File: config.mk
export PLATFORM = sky130hd
export DESIGN_NAME = hazard_control_unit
export DESIGN_NICKNAME = d
export VERILOG_FILES = /design/src/rtl/hazard_control_unit.sv
export SDC_FILE = /design/constraint.sdc
export NUM_CORES = 1
export LEC_CHECK = 0
export CAP_MARGIN = 20
export CORE_MARGIN = 5
export CORE_UTILIZATION = 45
export DETAILED_ROUTE_END_ITERATION = 6
export PLACE_DENSITY = 0.78
export SLEW_MARGIN = 20
export SYNTH_ARGS = -nofsm -noshare
export SYNTH_HDL_FRONTEND = slang
export SYNTH_SLANG_ARGS = --single-unit
File: constraint.sdc
create_clock -name clk -period 7.2 [get_ports clk]
set_input_delay 2.16 -clock clk [delete_from_list [all_inputs] [get_ports clk]]
set_output_delay 2.16 -clock clk [all_outputs]
set_load 0.02 [all_outputs]
File: src/rtl/hazard_control_unit.sv
// Pipeline sequencer for the 5-stage RV32 core: PC/IF-ID hold, flush and bubble control,
// memory freeze with deferred branch flush, freeze timeout and saturating hazard counters.
module hazard_control_unit #(
  parameter int unsigned COUNT_W     = 16,
  parameter int unsigned MEM_TIMEOUT = 255
) (
  input  logic               clk,
  input  logic               rst_n,
  input  logic [4:0]         id_rs1_addr,
  input  logic [4:0]         id_rs2_addr,
  input  logic               id_uses_rs1,
  input  logic               id_uses_rs2,
  input  logic               ex_mem_read,
  input  logic [4:0]         ex_rd_addr,
  input  logic               ex_branch_taken,
  input  logic               mem_req,
  input  logic               mem_ready,
  input  logic               perf_clear,
  output logic               pc_write_en,
  output logic               if_id_write_en,
  output logic               if_id_flush,
  output logic               id_ex_bubble,
  output logic               pipe_freeze,
  output logic               mem_timeout_err,
  output logic [COUNT_W-1:0] stall_count,
  output logic [COUNT_W-1:0] freeze_count,
  output logic [COUNT_W-1:0] flush_count
);

  localparam int unsigned WAIT_W = (MEM_TIMEOUT < 1) ? 1 : $clog2(MEM_TIMEOUT + 1);
  localparam logic [WAIT_W-1:0] WAIT_MAX = WAIT_W'(MEM_TIMEOUT);
  localparam logic [COUNT_W-1:0] CNT_MAX = {COUNT_W{1'b1}};

  typedef enum logic {
    ST_RUN,
    ST_FREEZE
  } state_e;

  // Which pipeline action wins this cycle, in priority order
  typedef enum logic [1:0] {
    ACT_RUN,
    ACT_FREEZE,
    ACT_FLUSH,
    ACT_STALL
  } act_e;

  state_e              state_q;
  state_e              state_d;
  act_e                act_c;
  logic                flush_pending_q;
  logic [WAIT_W-1:0]   wait_cnt_q;
  logic                timeout_err_q;
  logic [COUNT_W-1:0]  stall_cnt_q;
  logic [COUNT_W-1:0]  freeze_cnt_q;
  logic [COUNT_W-1:0]  flush_cnt_q;

  logic mem_busy_c;
  logic rs1_hit_c;
  logic rs2_hit_c;
  logic load_use_c;
  logic flush_now_c;

  function automatic logic [COUNT_W-1:0] sat_inc(input logic [COUNT_W-1:0] v);
    return (v == CNT_MAX) ? v : v + COUNT_W'(1);
  endfunction

  // Hazard terms
  always_comb begin
    mem_busy_c  = mem_req & ~mem_ready;
    rs1_hit_c   = id_uses_rs1 & (id_rs1_addr == ex_rd_addr);
    rs2_hit_c   = id_uses_rs2 & (id_rs2_addr == ex_rd_addr);
    load_use_c  = ex_mem_read & (ex_rd_addr != 5'd0) & (rs1_hit_c | rs2_hit_c);
    flush_now_c = ex_branch_taken | flush_pending_q;
  end

  // Action select: memory freeze beats flush, flush kills a load-use victim
  always_comb begin
    act_c = ACT_RUN;
    if (mem_busy_c) begin
      act_c = ACT_FREEZE;
    end else if (flush_now_c) begin
      act_c = ACT_FLUSH;
    end else if (load_use_c) begin
      act_c = ACT_STALL;
    end
  end

  // FSM state register
  always_ff @(posedge clk or negedge rst_n) begin
    if (!rst_n) begin
      state_q <= ST_RUN;
    end else begin
      state_q <= state_d;
    end
  end

  // FSM next state
  always_comb begin
    state_d = state_q;
    unique case (state_q)
      ST_RUN:    if (mem_busy_c)  state_d = ST_FREEZE;
      ST_FREEZE: if (!mem_busy_c) state_d = ST_RUN;
      default:   state_d = ST_RUN;
    endcase
  end

  // Zero-latency control outputs; reset forces a killed, held front end
  always_comb begin
    pc_write_en    = 1'b1;
    if_id_write_en = 1'b1;
    if_id_flush    = 1'b0;
    id_ex_bubble   = 1'b0;
    pipe_freeze    = 1'b0;
    if (!rst_n) begin
      pc_write_en    = 1'b0;
      if_id_write_en = 1'b0;
      if_id_flush    = 1'b1;
      id_ex_bubble   = 1'b1;
    end else begin
      unique case (act_c)
        ACT_FREEZE: begin
          pc_write_en    = 1'b0;
          if_id_write_en = 1'b0;
          pipe_freeze    = 1'b1;
        end
        ACT_FLUSH: begin
          if_id_flush  = 1'b1;
          id_ex_bubble = 1'b1;
        end
        ACT_STALL: begin
          pc_write_en    = 1'b0;
          if_id_write_en = 1'b0;
          id_ex_bubble   = 1'b1;
        end
        default: ;
      endcase
    end
  end

  // A branch resolved during a freeze is remembered until it can be applied
  always_ff @(posedge clk or negedge rst_n) begin
    if (!rst_n) begin
      flush_pending_q <= 1'b0;
    end else if (act_c == ACT_FLUSH) begin
      flush_pending_q <= 1'b0;
    end else if (ex_branch_taken && mem_busy_c) begin
      flush_pending_q <= 1'b1;
    end
  end

  // Freeze watchdog; the error is sticky but never breaks the freeze
  always_ff @(posedge clk or negedge rst_n) begin
    if (!rst_n) begin
      wait_cnt_q    <= '0;
      timeout_err_q <= 1'b0;
    end else begin
      if (!mem_busy_c) begin
        wait_cnt_q <= '0;
      end else if (wait_cnt_q != WAIT_MAX) begin
        wait_cnt_q <= wait_cnt_q + WAIT_W'(1);
      end
      if (mem_busy_c && (wait_cnt_q == WAIT_MAX)) begin
        timeout_err_q <= 1'b1;
      end
    end
  end

  // Saturating performance counters; clear wins over increment
  always_ff @(posedge clk or negedge rst_n) begin
    if (!rst_n) begin
      stall_cnt_q  <= '0;
      freeze_cnt_q <= '0;
      flush_cnt_q  <= '0;
    end else if (perf_clear) begin
      stall_cnt_q  <= '0;
      freeze_cnt_q <= '0;
      flush_cnt_q  <= '0;
    end else begin
      if (act_c == ACT_STALL)  stall_cnt_q  <= sat_inc(stall_cnt_q);
      if (act_c == ACT_FREEZE) freeze_cnt_q <= sat_inc(freeze_cnt_q);
      if (act_c == ACT_FLUSH)  flush_cnt_q  <= sat_inc(flush_cnt_q);
    end
  end

  assign mem_timeout_err = timeout_err_q;
  assign stall_count     = stall_cnt_q;
  assign freeze_count    = freeze_cnt_q;
  assign flush_count     = flush_cnt_q;

endmodule
==> results.md, run 1 <==
- Post-CTS timing repair inserted 0 buffers for setup.
- The via count of the first global-routing pass is 2817.
- The post-synthesis cell count is 352.
- The library cells used most frequently in the layout, excluding fill and tap cells, are 76 x sky130_fd_sc_hd__clkdlybuf4s50_1, 58 x sky130_fd_sc_hd__dfrtp_1, 45 x sky130_fd_sc_hd__nor2_1, 22 x sky130_fd_sc_hd__xor2_1, 20 x sky130_fd_sc_hd__a21oi_1.
- The number of cells after detailed placement is 518.
- The share of flip-flops with an asynchronous set or reset is 1.000.
- In the final routed layout, each cell accounts on average for 15.65 um.
- The antenna diode count is 0.
- The standard cell core area is 7176 um2.
- CTS saw 58 sinks.
- The synthesized area per cell is 9.281 um2.
- Setup repair after global routing left no endpoint under its margin.
- The mapped netlist covers 3267 um2.
- Buffers inserted to repair hold after CTS numbered 0.
- Setup violations remaining at the end of the flow were counted as 0.
- 78 I/O pins were placed.
- The number of buffers created by CTS is 9.
- The post-route antenna net violation count is 0.
- The number of different library cells used by synthesis comes to 48.
- The peak fanout along the critical path is 8.
- The accumulated negative setup slack is 0 ns.
- Using the TritonRoute via totals, the vias-per-cell ratio works out to 5.601.
- Of the total synthesized cell area, the portion taken by AND, OR, NAND and NOR gates is 0.2735.
- The final-stage net count is 458.
- The hold violation total from the final report is 0.
- In this run the tightest slew margin relative to its limit is 0.5670.
- The tightest min-delay check is of the register to register type.
- The most frequently used flop master after synthesis is sky130_fd_sc_hd__dfrtp_1.
- Detailed placement finished with a half-perimeter wire length of 5.860 mm.
- Routability-driven placement finished with a final weighted congestion of 0.8494.
- The area added between synthesis and finish is 32.29%.
- The latest clock arrival within the worst-skew pair is 0.33 ns.
- The remaining global-route overflow is 0.
- TritonCTS built the clock tree.
- Counting I/O delays and the setup requirement, the final critical path takes 6.709 ns.
- The routed metal-1 wirelength is 3.637 mm.
- The die covers 9064 um2.
- The flow ran to the end, and the final reports show no timing, DRC or antenna violations.
- The maximum vdd ir drop is 0.1417 mV.
- In this run the static leakage power is 1.663 nW.
- The top achievable clock speed is 0.1490 GHz.
- Of the total synthesized cell area, the portion taken by XOR and XNOR cells is 0.1046.
- Of the total synthesized cell area, the portion taken by full adders, half adders and majority gates is 0.01532.
- The non-filler instance count after layout is 534.
- The complex-gate fraction of the synthesized area is 0.1183.
- The total met2 wirelength after detailed routing is 4.017 mm.
- The total of max-cap violations is 0.
- The initial antenna violation count is 0.
- The share of the yosys chip area belonging to registers is 0.4443.
- The routed layout has 2991 vias.
- The power density over the cells is 163.5 nW/um2.
- The total routing usage reported by global routing is 0.1923.
- Synthesis inferred 58 register bits.
- The total count of max-transition violations in the final report is 0.
- The arrival time of the worst setup path is 4.55 ns.
- The yosys synthesis warning count is 0.
- For the pin with the worst max-slew slack, the measured transition is 0.6481 ns.
- The number of DRC violations after detailed routing is 0.
- The clock tree synthesis step divided the H-tree into 3 levels.
- The die is 95.21 um tall.
- The number of gates given a new drive strength after cts is 0.
- The number of DRC markers after the initial detailed-route iteration is 132.
- The library cell used as clock root buffer is sky130_fd_sc_hd__clkbuf_8.
- After clock tree synthesis, the clock-pin slew on the worst setup and hold paths is 0.06 ns.
- The first TritonRoute pass finished after 4 iterations.
- For this configuration, the core starts out at a cell density of 0.4553.
- The setup path with the least slack is of type primary input to output pin.
- Entering global routing, the biggest net connects 52 pins.
- The type of element launching the critical path is a primary input.
- Registers take 1451 um2.
- Counting every net in the synthesized netlist gives 380.
- For the final database, setup skew stands at 0.008143 ns.
- The most common cell after layout, fill and taps aside is sky130_fd_sc_hd__clkdlybuf4s50_1.
- The final wirelength is 8.358 mm.
- In this run the top signal layer used is met4.
- The required arrival time at the worst endpoint is 5.04 ns.
- The capturing element type of the critical path is an output pin.
- The number of placement rows is 31.
- Buffers placed on the I/O ports in this run total 77.
- The first global-routing pass estimated 13.64 mm of wire.
- The count of flip-flops with a built-in enable after synthesis is 0.
- Fill cells in the final layout number 640.
- In the finished design, the share of the clock period the worst path needs comes to 0.9319.
- The die extent in x is 95.21 um.
- Summing all multi-input logic gate instances after layout gives 1727 um2.
- The clock passes through at most 2 buffers.
- The multiplexer share of the synthesized area is 0.01685.
- The combinational family with the most area after synthesis is simple AND/OR/NAND/NOR gates.
- In the final layout, the share of cells above drive strength 1 is 0.06207.
- The amount of wire on met3 after detailed routing is 610 um.
## cell type report
| type | count | share of cell area |
|---|---|---|
| inverters | 5 | 0.004343 |
| well taps | 99 | 0.02866 |
| flip-flops and latches | 58 | 0.3358 |
| clock inverters | 2 | 0.008107 |
| clock buffers | 14 | 0.03764 |
| repair buffers | 82 | 0.1859 |
| multi-input cells | 274 | 0.3995 |
## stage by stage
stage | total power [mW] | area (um2) | setup slack, ns | hold slack (ns) | utilization
floorplan | 0.3700 | 3267 | 1.314 | 0.4776 | -
CTS | 0.7147 | 4322 | 0.4628 | 0.4880 | 0.6023
global route | 0.7370 | 4322 | 0.3796 | 0.5338 | 0.6023
global placement | 0.4058 | 4124 | 0.4802 | 0.4645 | 0.5747
finish | 0.7065 | 4322 | 0.4906 | 0.4810 | 0.6023
detailed placement | 0.4076 | 4124 | 0.4659 | 0.4696 | 0.5747
## cell families after synthesis
logic type               Yosys count
adder cells (fa/ha/maj)            4
flip-flops                        58
buffers and inverters             20
AND/OR/NAND/NOR                  163
XOR/XNOR                          39
AO/OA/AOI/OAI                     63
multiplexers                       5
## power by group
part | switching, mW | internal [mW] | leakage (nW)
clock network | 0.127 | 0.179 | 0.101
registers | 0.00432 | 0.330 | 0.805
logic | 0.0378 | 0.0292 | 0.757
## final timing paths
path                                      start  slack [ns]         endpoint  cells past startpoint
worst min-delay path            mem_timeout_err        0.48  mem_timeout_err                      1
worst min register to register  mem_timeout_err        0.48  mem_timeout_err                      1
max in group asynchronous                 rst_n        4.55  freeze_count[5]                      2
worst max register to register   stall_count[0]        5.07   stall_count[4]                      6
min in group asynchronous                 rst_n        1.74  flush_pending_q                      1
worst max-delay path              ex_rd_addr[0]        0.49   if_id_write_en                      6
## worst max-delay path: stages
cell	delay [ns]
sky130_fd_sc_hd__clkdlybuf4s50_1	0.46
sky130_fd_sc_hd__or4_1	0.55
sky130_fd_sc_hd__o21a_1	0.28
sky130_fd_sc_hd__nor2b_1	0.19
sky130_fd_sc_hd__a21oi_1	0.25
sky130_fd_sc_hd__clkdlybuf4s50_1	0.65
## routing by layer
metal | vias to the layer above | GRT usage
met1 | 1438 | 0.2506
met2 | 93 | 0.3085
met5 | - | 0
met3 | 8 | 0.04972
li1 | 1452 | -
met4 | 0 | 0.06851
## Yosys cell counts (7+ instances only)
| master | instances | area (um2) |
|---|---|---|
| sky130_fd_sc_hd__nor4_1 | 9 | 56.30 |
| sky130_fd_sc_hd__or3_1 | 9 | 56.30 |
| sky130_fd_sc_hd__dfrtp_1 | 58 | 1451 |
| sky130_fd_sc_hd__nand2_1 | 16 | 60.06 |
| sky130_fd_sc_hd__a21oi_1 | 20 | 100.1 |
| sky130_fd_sc_hd__and3_1 | 8 | 50.05 |
| sky130_fd_sc_hd__nand3_1 | 14 | 70.07 |
| sky130_fd_sc_hd__nor2_1 | 45 | 168.9 |
| sky130_fd_sc_hd__xor2_1 | 22 | 192.7 |
| sky130_fd_sc_hd__clkbuf_1 | 11 | 41.29 |
| sky130_fd_sc_hd__nor3_1 | 7 | 35.03 |
| sky130_fd_sc_hd__xnor2_1 | 17 | 148.9 |
| sky130_fd_sc_hd__nand4_1 | 19 | 118.9 |
| sky130_fd_sc_hd__o31ai_1 | 7 | 52.55 |
| sky130_fd_sc_hd__o21ai_0 | 16 | 80.08 |
| sky130_fd_sc_hd__or4_1 | 9 | 67.56 |
## sequential cells by signal (all words and copies together) (netlist names)
name,cells
flush_count,16
stall_count,16
mem_timeout_err,1
wait_cnt_q,8
freeze_count,16
flush_pending_q,1
(Power assumes the default switching activity.)
==> run 2, diff against run 1 <==
--- a/config.mk
+++ b/config.mk
@@ -8,6 +8,7 @@
 export CAP_MARGIN = 20
 export CORE_MARGIN = 5
 export CORE_UTILIZATION = 45
+export CTS_CLUSTER_SIZE = 25
 export DETAILED_ROUTE_END_ITERATION = 6
 export PLACE_DENSITY = 0.78
 export SLEW_MARGIN = 20
==> results of run 2 <==
Same layout as run 1: the final DEF is identical, and so are final timing and power.
==> run 3, diff against run 2 <==
--- a/config.mk
+++ b/config.mk
@@ -10,7 +10,8 @@
 export CORE_UTILIZATION = 45
 export CTS_CLUSTER_SIZE = 25
 export DETAILED_ROUTE_END_ITERATION = 6
-export PLACE_DENSITY = 0.78
+export PLACE_DENSITY = 0.83
+export REMOVE_ABC_BUFFERS = 1
 export SLEW_MARGIN = 20
 export SYNTH_ARGS = -nofsm -noshare
 export SYNTH_HDL_FRONTEND = slang
==> results.md, run 3 (synthesis gave the netlist of run 1 again) <==
- The flow ran to the end, and the final reports show no timing, DRC or antenna violations.
- The count of filler cells inserted in the layout is 604 (-5.6%).
- The I/O pin count was 78 (unchanged).
- The fraction of power spent switching nets was 0.2141 (-0.02508).
- The deepest level of the CTS H-tree is 3 (unchanged).
- The number of DRC violations after detailed routing is 0 (unchanged).
- The port buffer count is 77 (unchanged).
- The internal power component was 0.6521 mW (+21%).
- The antenna diode count is 0 (unchanged).
- The combinational fraction of design power is 0.081 (-0.014).
- The top achievable clock speed is 0.1494 GHz (+0.26%).
- The wire length of the first global-routing pass is 13.54 mm (-0.71%).
- The count of vias placed by the detailed router is 2971 (-0.67%).
- The type of element launching the critical path is a primary input.
- The critical path class is primary input to output pin.
- The remaining global-route overflow is 0 (unchanged).
- The peak fanout along the critical path is 8 (unchanged).
- The initial antenna violation count is 0 (unchanged).
- The TritonCTS clock tree is yes.
- The count of hold buffers inserted by post-cts repair is 0 (unchanged).
- By instance count, the cell type seen most on the critical path is sky130_fd_sc_hd__clkdlybuf4s50_1.
- The maximum vdd ir drop is 0.1143 mV (-19%).
- The die extent in x is 95.21 um (unchanged).
- The full die area is 9064 um2 (unchanged).
- The number of gates given a new drive strength after cts came to 0 (unchanged).
- The share of the cycle needed by the critical path after routing was 0.9295 (-0.002399).
- Setup repair after global routing left no endpoint under its margin.
- The total of max-cap violations is 0 (unchanged).
- The total count of max-transition violations in the final report is 0 (unchanged).
- The number of setup violations in the final report is 0 (unchanged).
- The signal on the critical path passes through clkdlybuf4s50_1 -> or4_1 -> o21a_1 -> nor2b_1 -> a21oi_1 -> clkdlybuf4s50_1.
- The required arrival time at the worst endpoint was 5.04 ns (about the same).
- The placer congestion estimate is 0.8384 (-1.3%).
- The effective utilization at floorplan is 0.4553 (unchanged).
- The routed wire length per instance is 15.26 um (-2.5%).
- The library cell used as clock root buffer is sky130_fd_sc_hd__clkbuf_8.
- The latest clock arrival within the worst-skew pair is 0.34 ns (about the same).
- The library cell used most frequently in the layout, excluding fill and tap cells, is sky130_fd_sc_hd__clkdlybuf4s50_1.
- The final critical delay including setup and external delays is 6.692 ns (-0.01727 ns).
- The final-stage net count came to 458 (unchanged).
- STA classifies the critical path endpoint as an output pin.
- The tightest min-delay check is of the register to register type.
- The standby leakage power is 1.705 nW (+2.5%).
- The number of DRC markers after the initial detailed-route iteration is 166 (+26%).
- The clock net sink count came to 58 (unchanged).
- The total routing usage reported by global routing is 0.1902 (-0.002095).
- The post-route antenna net violation count is 0 (unchanged).
- The worst-case clock skew is 0.01068 ns (+0.002534 ns).
- The portion of total power attributed to sequential cells is 0.402 (-0.071).
- The cell with the biggest individual delay on the critical path is sky130_fd_sc_hd__clkdlybuf4s50_1.
- The headroom to the max-slew limit was 0.5526 (-0.01442).
- The accumulated negative setup slack is 0 ns (unchanged).
- The via count of the first global-routing pass came to 2903 (+3.1%).
- The final standard cell utilization of the core is 0.6145 (+0.01221).
- The measured slew at the worst slew-check pin is 0.6696 ns (+0.02158 ns).
- The detailed-routing iteration count for the pre-antenna-repair pass is 4 (unchanged).
- The standard cell core area is 7176 um2 (unchanged).
- From synthesis to final layout, the design area changed by 34.97%.
- The via density per instance is 5.564 (-0.67%).
- The hold violation total from the final report came to 0 (unchanged).
- The height of the die is 95.21 um (unchanged).
- In the layout the commonest cells are 76 x sky130_fd_sc_hd__clkdlybuf4s50_1, 58 x sky130_fd_sc_hd__dfrtp_1, 45 x sky130_fd_sc_hd__nor2_1, 22 x sky130_fd_sc_hd__xor2_1, 20 x sky130_fd_sc_hd__a21oi_1.
- The number of buffers created by CTS is 9 (unchanged).
- The maximum number of pins on one net before global-route repair is 53 (+1.9%).
- The maximum count of clock buffers along a single path is 2 (unchanged).
- The power density over the cells was 188.2 nW/um2 (+15%).
- The biggest cell delay along the critical path is 0.63 ns (-0.02 ns).
- The fraction of final layout cells with drive strength greater than 1 is 0.06897 (+0.006897).
- The arrival time of the worst setup path is 4.53 ns (-0.02 ns).
- The switching power of the nets is 0.1777 mW (+5.1%).
- The number of placement rows came to 31 (unchanged).
- The final wirelength is 8.147 mm (-2.5%).
- The post-DP HPWL is 5.753 mm (-1.8%).
- The number of post-CTS setup repair buffers came to 0 (unchanged).
- The clock share of power is 0.517 (+0.084).
- The clock transition at the registers of the reported paths came to 0.07 ns (about the same).
==> run 3: changes by cell type in the layout (fill, tap and decap cells not counted) <==
cell | previous run | this run
sky130_fd_sc_hd__bufinv_16 | 1 | 4
sky130_fd_sc_hd__clkbuf_1 | 3 | 0
sky130_fd_sc_hd__clkbuf_8 | 11 | 12
sky130_fd_sc_hd__clkinv_2 | 1 | 0
==> run 3: cell type report <==
class / instances / area [um2] / share of cell area
tap: 99 / 123.9 / 0.02809
inverter: 5 / 18.77 / 0.004257
sequential: 58 / 1451 / 0.3292
multi-input combinational: 274 / 1727 / 0.3916
clock inverter: 4 / 120.1 / 0.02724
clock buffer: 12 / 165.2 / 0.03746
timing repair buffer: 82 / 803.3 / 0.1822
==> run 3: routing by layer <==
layer	vias to the layer above	GRT usage	share of wire
met3	9	0.05762	0.072
met5	-	0	0
met1	1433	0.2336	0.43
met2	85	0.3131	0.48
met4	0	0.07332	0.014
li1	1444	-	-
==> run 3: critical path, delay by kind of cell <==
family / cells / cell delay [ns]
compound gates: 2 / 0.50
buf+inv: 2 / 1.09
simple gates: 2 / 0.78
==> run 3: metrics by stage <==
step | instances | area, um2 | power [mW] | worst slack, ns | hold WS, ns
after floorplan | 337 | 3197 | 0.3649 | 0.6808 | 0.4780
after global placement | 518 | 4124 | 0.4051 | 0.5524 | 0.4682
after detailed placement | 518 | 4124 | 0.4075 | 0.5019 | 0.4614
after CTS | 534 | 4409 | 0.8377 | 0.4953 | 0.4896
after global routing | 534 | 4409 | 0.8586 | 0.4191 | 0.5091
final | 534 | 4409 | 0.8298 | 0.5079 | 0.4860
==> run 3: power groups by stage <==
stage	Sequential [mW]	Clock, mW	Combinational, mW
4_1_cts	0.334	0.436	0.0680
5_1_grt	0.334	0.451	0.0732
2_1_floorplan	0.343	0	0.0221
3_3_place_gp	0.340	0	0.0654
6_report	0.334	0.429	0.0668
3_5_place_dp	0.340	0	0.0677
==> run 3: worst paths after layout <==
kind	from	endpoint	slack [ns]	cells after the start
worst max-delay path	ex_rd_addr[0]	pc_write_en	0.51	6
worst min-delay path	mem_timeout_err	mem_timeout_err	0.49	1
worst max register to register	stall_count[0]	stall_count[2]	5.08	6
worst min register to register	mem_timeout_err	mem_timeout_err	0.49	1
max in group asynchronous	rst_n	stall_count[11]	4.63	2
min in group asynchronous	rst_n	freeze_count[14]	1.65	1
